`config.mk`:
```
export PLATFORM = sky130hd
export DESIGN_NAME = adc_peak_meter
export DESIGN_NICKNAME = d
export VERILOG_FILES = /design/src/rtl/adc_peak_meter.sv
export SDC_FILE = /design/constraint.sdc
export NUM_CORES = 1
export LEC_CHECK = 0
export ABC_AREA = 1
export ABC_CLOCK_PERIOD_IN_PS = 2300
export BUFFER_PORTS_ARGS = -buffer_cell sky130_fd_sc_hd__buf_2
export CORE_UTILIZATION = 55
export DETAILED_ROUTE_END_ITERATION = 8
export GPL_TIMING_DRIVEN = 1
export PLACE_DENSITY = 0.82
export SLEW_MARGIN = 40
export SYNTH_ARGS = -nofsm -noshare
export SYNTH_HDL_FRONTEND = slang
export SYNTH_SLANG_ARGS = --single-unit
export TNS_END_PERCENT = 1
```
`constraint.sdc`:
```
create_clock -name clk -period 2.3 [get_ports clk]
set_input_delay 0.115 -clock clk [delete_from_list [all_inputs] [get_ports clk]]
set_output_delay 0.115 -clock clk [all_outputs]
set_load 0.01 [all_outputs]
```
`src/rtl/adc_peak_meter.sv`:
```
// Peak meter for a half-rectified ADC sample stream: peak-hold with timed decay and a thermometer LED bar.
// Optional sticky clip detector enabled by defining ADC_PEAK_CLIP_EN (adds ports clip and clip_clr).
module adc_peak_meter #(
    parameter int BUS_WIDTH   = 12,
    parameter int LED_COUNT   = 8,
    parameter int HOLD_CYCLES = 25_000_000,
    parameter int DECAY_DIV   = 65536,
    parameter int DECAY_SHIFT = 4
) (
    input  logic                 clk,
    input  logic                 rst_n,
    input  logic                 sample_valid,
    input  logic [BUS_WIDTH-1:0] din,
`ifdef ADC_PEAK_CLIP_EN
    input  logic                 clip_clr,
    output logic                 clip,
`endif
    output logic [BUS_WIDTH-2:0] peak,
    output logic                 peak_upd,
    output logic [LED_COUNT-1:0] level
);

    localparam int MW   = BUS_WIDTH - 1;
    localparam int HW   = $clog2(HOLD_CYCLES + 1);
    localparam int DW   = $clog2(DECAY_DIV + 1);
    localparam int STEP = (1 << MW) / LED_COUNT;

    typedef enum logic [1:0] {
        ST_IDLE  = 2'd0,
        ST_HOLD  = 2'd1,
        ST_DECAY = 2'd2
    } state_t;

    state_t              state_q, state_d;
    logic [MW-1:0]       peak_q, peak_d;
    logic                peak_upd_q, peak_upd_d;
    logic [HW-1:0]       hold_cnt_q, hold_cnt_d;
    logic [DW-1:0]       div_cnt_q, div_cnt_d;
    logic [LED_COUNT-1:0] level_q, level_d;

    logic [MW-1:0]       mag_s;
    logic                capture_s;
    logic [MW-1:0]       decay_amt_s;
    logic [MW:0]         diff_s;
    logic [MW-1:0]       decayed_s;

    // Sample magnitude, capture qualifier and saturating decay arithmetic
    always_comb begin
        mag_s       = din[BUS_WIDTH-1] ? din[MW-1:0] : {MW{1'b0}};
        capture_s   = sample_valid && (mag_s != {MW{1'b0}}) && (mag_s >= peak_q);
        decay_amt_s = peak_q >> DECAY_SHIFT;
        if (decay_amt_s == {MW{1'b0}}) begin
            decay_amt_s = {{(MW-1){1'b0}}, 1'b1};
        end else begin
            decay_amt_s = decay_amt_s;
        end
        diff_s = {1'b0, peak_q} - {1'b0, decay_amt_s};
        if (diff_s[MW]) begin
            decayed_s = {MW{1'b0}};
        end else begin
            decayed_s = diff_s[MW-1:0];
        end
    end

    // Next-state logic: a capture overrides hold expiry and decay steps
    always_comb begin
        state_d    = state_q;
        peak_d     = peak_q;
        hold_cnt_d = hold_cnt_q;
        div_cnt_d  = div_cnt_q;
        peak_upd_d = 1'b0;
        if (capture_s) begin
            state_d    = ST_HOLD;
            peak_d     = mag_s;
            hold_cnt_d = HW'(HOLD_CYCLES - 1);
            div_cnt_d  = {DW{1'b0}};
            peak_upd_d = 1'b1;
        end else begin
            case (state_q)
                ST_IDLE: begin
                    state_d = ST_IDLE;
                end
                ST_HOLD: begin
                    if (hold_cnt_q == {HW{1'b0}}) begin
                        state_d   = ST_DECAY;
                        div_cnt_d = {DW{1'b0}};
                    end else begin
                        hold_cnt_d = hold_cnt_q - {{(HW-1){1'b0}}, 1'b1};
                    end
                end
                ST_DECAY: begin
                    if (div_cnt_q == DW'(DECAY_DIV - 1)) begin
                        div_cnt_d = {DW{1'b0}};
                        peak_d    = decayed_s;
                        if (decayed_s == {MW{1'b0}}) begin
                            state_d = ST_IDLE;
                        end else begin
                            state_d = ST_DECAY;
                        end
                    end else begin
                        div_cnt_d = div_cnt_q + {{(DW-1){1'b0}}, 1'b1};
                    end
                end
                default: begin
                    state_d    = ST_IDLE;
                    peak_d     = {MW{1'b0}};
                    hold_cnt_d = {HW{1'b0}};
                    div_cnt_d  = {DW{1'b0}};
                end
            endcase
        end
    end

    // Thermometer bar derived from the registered peak, one stage behind it
    always_comb begin
        level_d = {LED_COUNT{1'b0}};
        for (int i = 0; i < LED_COUNT; i++) begin
            level_d[i] = (32'(peak_q) > 32'(i * STEP));
        end
    end

    // Peak meter state registers
    always_ff @(posedge clk or negedge rst_n) begin
        if (!rst_n) begin
            state_q    <= ST_IDLE;
            peak_q     <= {MW{1'b0}};
            peak_upd_q <= 1'b0;
            hold_cnt_q <= {HW{1'b0}};
            div_cnt_q  <= {DW{1'b0}};
            level_q    <= {LED_COUNT{1'b0}};
        end else begin
            state_q    <= state_d;
            peak_q     <= peak_d;
            peak_upd_q <= peak_upd_d;
            hold_cnt_q <= hold_cnt_d;
            div_cnt_q  <= div_cnt_d;
            level_q    <= level_d;
        end
    end

    assign peak     = peak_q;
    assign peak_upd = peak_upd_q;
    assign level    = level_q;

`ifdef ADC_PEAK_CLIP_EN
    logic clip_q, clip_d;

    // Full-scale set has priority over a simultaneous clear
    always_comb begin
        if (sample_valid && (&din)) begin
            clip_d = 1'b1;
        end else if (clip_clr) begin
            clip_d = 1'b0;
        end else begin
            clip_d = clip_q;
        end
    end

    // Sticky clip flag register
    always_ff @(posedge clk or negedge rst_n) begin
        if (!rst_n) begin
            clip_q <= 1'b0;
        end else begin
            clip_q <= clip_d;
        end
    end

    assign clip = clip_q;
`endif

endmodule

```
==> results.py <==
metrics = {
    "yosys": {
        "ys_seq_area_share_pct": 33.6,
        "synth_top_area_cell": "dfrtp_1",
        "ys_top_cells_by_area": "dfrtp_1 (34%), nand2_1 (13%), inv_1 (7.9%)",
        "synth_enable_flop_cells": 0,
        "synth_common_cells": "nand2_1 (167), inv_1 (100), dfrtp_1 (64)",
        "synthAdderAreaFrac_pct": 6.73,
        "synth_area_um2": 4760,
        "synth_nets": 713,
        "yosys-mux-area-fraction_pct": 0,
        "synth_seq_cells": 64,
        "synth_top_family_by_area": "simple AND/OR/NAND/NOR gates",
        "synth_cells": 673,
        "synth_compound_area_share_pct": 13.8,
        "yosys.area_share.simple_pct": 30.7,
        "yosysMostFrequentCell": "nand2_1",
        "synthFlopType": "dfrtp_1",
        "ys_warn_count": 0,
        "syn_area_per_cell_um2": 7.08,
        "synth.distinct_cells": 42,
        "async_reset_ff_share_pct": 100,
        "yosysTopAreaCellShare_pct": 33.6,
        "synthXorXnorAreaFrac_pct": 3.49,
    },
    "timing": {
        "maxSlewHeadroom_pct": 59.8,
        "fin_ws_ps": -41.8,
        "tns_ps": -55.3,
        "fin_crit_sh_pct": 102,
        "skew_ps": 12.1,
        "finalMaxSlewViolations": 0,
        "setup_viol": 2,
        "clock.fmax_ghz": 0.427,
        "rsz0062_at_grt": "true",
        "hold_viol_final": 0,
        "fin_crit_ps": 2340,
        "worstMarginPinSlew_ps": 602,
    },
    "global_routing": {
        "grt.overflow.total": 0,
        "antenna_found_initial": 0,
        "grt_max_degree": 65,
        "grt_pass1_vias": 4371,
        "grt_pass1_wl_um": 19600,
        "track_usage_pct": 27.9,
    },
    "worst_hold_path": {
        "min_to": "peak[10]$_DFFE_PN0P_",
        "hold_depth": 5,
        "hp-class": "input pin to flop",
        "min-delay-start": "din[10]",
    },
    "drt": {
        "dr.pass1.iters": 5,
        "ant_nets": 0,
        "avgViaCountPerCell": 5.49,
        "wl_per_cell_um": 14.1,
        "drcViolationCount": 0,
        "first_iter_violations": 284,
        "num_vias": 4679,
        "finalWirelength_um": 12000,
    },
    "floorplan": {
        "num_rows": 33,
        "die_area_um2": 9030,
        "dieWidth_um": 95.1,
        "core_um2": 8300,
        "start_util_pct": 57.4,
        "pin_count": 35,
        "die-height_um": 95.1,
    },
    "finish": {
        "final_cell_area_um2": 5610,
        "drive_gt1_share_pct": 21.3,
        "finalNetCount": 782,
        "area_growth_syn_to_layout_pct": 17.7,
        "antenna_cells": 0,
        "fillers": 677,
    },
    "power": {
        "combPwrFrac_pct": 73.2,
        "powerDensity_nw_per_um2": 1670,
        "clkPwrFrac_pct": 9.3,
        "power.internal_uw": 4490,
        "swShare_pct": 52.2,
        "p_leak_uw": 0.00282,
        "p_switching_uw": 4890,
        "total_power_uw": 9380,
        "seqPwrFrac_pct": 17.6,
        "worst_ir_drop_vdd_v": 0.000905,
    },
    "critical_path": {
        "crit_top_cell": "nand2_1",
        "setup.worst_path.class": "flop to flop",
        "cp-end-kind": "flop",
        "r2r_cells": 19,
        "crit_fanout": 2,
        "crit_chain": "clkinv_4, nand2_2, o21ai_2, ha_2, fa_2, inv_2, nand3_2, nand3_1, nand2_2, o21ai_2, nand2_1, inv_1, nand2_1, nor2_1, nand2_1, nand2_1, nand2_1, nand2_1, nand2_1",
        "cp-start-kind": "flop",
        "critPathArrivalTime_ps": 2580,
        "crit_buf_inv": 3,
        "required_ps": 2540,
        "r2r_end": "state_q[1]$_DFFE_PN0P_",
        "slowest_stage": "dfrtp_2",
        "timing.rr.start": "peak[8]$_DFFE_PN0P_",
        "slowest_delay_ps": 390,
        "rrSetupSlack_ps": -40,
        "critPathTopFamily": "simple AND/OR/NAND/NOR gates",
    },
    "placement": {
        "io_buffers": 34,
        "hpwlAfterDp_um": 8760,
        "placed_area_um2": 5220,
        "place_ws_ps": -156,
        "place_congestion": 0.963,
    },
    "run_status": {
        "violations": "setup timing",
        "status": "finished, violations left",
    },
    "clocking": {
        "ctsLongestPathBuffers": 2,
        "clk_latency_ps": 350,
        "h-tree-depth": 3,
        "cts_made_buffers": 9,
        "cts-root-buf": "clkbuf_8",
        "clock_sinks": 64,
        "cts.clk_slew.worst_paths_ps": 70,
        "cts_tree": "done",
    },
    "job": {
        "max_cap_viol_count": 0,
    },
}
[state kept, by name, summed over array words and instances, names as in the netlist]
| name | cells |
|---|---|
| level | 8 |
| div_cnt_q | 17 |
| peak_upd | 1 |
| peak | 11 |
| hold_cnt_q | 25 |
| state_q | 2 |
[area by class of cell]
class / instances / area [um^2] / share of cell area, %
clock buffers: 13 / 149 / 2.66
clock inverters: 3 / 17.5 / 0.312
well taps: 105 / 131 / 2.34
flip-flops and latches: 64 / 1600 / 28.6
repair buffers: 76 / 533 / 9.51
inverters: 106 / 419 / 7.48
multi-input cells: 485 / 2750 / 49.1
[cells in the final DEF, fill, tap and decap left out, types with 14 or more instances in the layout]
cell,synthesis,final
xor2_1,17,17
buf_4,5,36
a21oi_1,23,21
dfrtp_1,64,63
nand4_1,14,14
buf_2,4,34
nand2_1,167,157
ha_1,24,21
nor2_1,52,48
inv_1,100,97
nand3_1,38,35
o21ai_1,15,19
o21ai_0,56,50
[kinds of logic after synthesis]
kind of cell | count (synthesis)
and+or+nand+nor | 322
buffers and inverters | 125
AOI/OAI and AO/OA | 118
DFF | 64
adders and majority gates | 25
xor gates and xnor gates | 19
[per-layer routing]
| metal | GRT usage, % | share of wire (%) | vias to the layer above |
|---|---|---|---|
| met5 | 0 | 0 | - |
| met2 | 45.6 | 47 | 165 |
| met1 | 36.8 | 45 | 2161 |
| met4 | 11.4 | 2.3 | 0 |
| li1 | - | - | 2325 |
| met3 | 4.31 | 5.7 | 28 |
[per-stage QoR]
stage | hold WS [ps] | utilization (%) | std cells
2_1_floorplan | -181 | - | 673
3_3_place_gp | 344 | 62.9 | 827
3_5_place_dp | 359 | 62.9 | 827
4_1_cts | 181 | 65.5 | 844
5_1_grt | 211 | 67.5 | 852
6_report | 177 | 67.5 | 852
[how the worst max path moves through the flow]
stage                                    from                     end  slack (ps)  cells after the start
after floorplan           peak[7]$_DFFE_PN0P_  state_q[1]$_DFFE_PN0P_           4                     20
after global placement    peak[9]$_DFFE_PN0P_  state_q[1]$_DFFE_PN0P_         -20                     19
after detailed placement  peak[8]$_DFFE_PN0P_  state_q[1]$_DFFE_PN0P_        -160                     19
after CTS                 peak[7]$_DFFE_PN0P_  state_q[1]$_DFFE_PN0P_         -20                     19
after global routing      peak[5]$_DFFE_PN0P_  state_q[1]$_DFFE_PN0P_        -180                     20
final                     peak[8]$_DFFE_PN0P_  state_q[1]$_DFFE_PN0P_         -40                     19
[what timing repair did]
action	4_1_cts	5_1_grt
gates resized for setup	12	34
hold buffers	1	0
pin swaps	0	17
setup endpoints to repair	10	48
cloned	0	1
setup buffers	0	7
hold endpoints to repair	56	0
[worst min-delay path, stage by stage]
cell     delay (ps)
buf_2           110
nand2_1          70
o21ai_1          70
nand2_1          50
o21ai_0          70
[power by group through the flow]
stage | Sequential, uW | Clock, uW | Combinational, uW
after floorplan | 1710 | 0 | 4020
after global placement | 1640 | 0 | 5700
after detailed placement | 1650 | 0 | 5870
after CTS | 1640 | 889 | 6080
after global routing | 1690 | 925 | 7540
final | 1650 | 870 | 6860
Power figures use the tool's default switching activity.
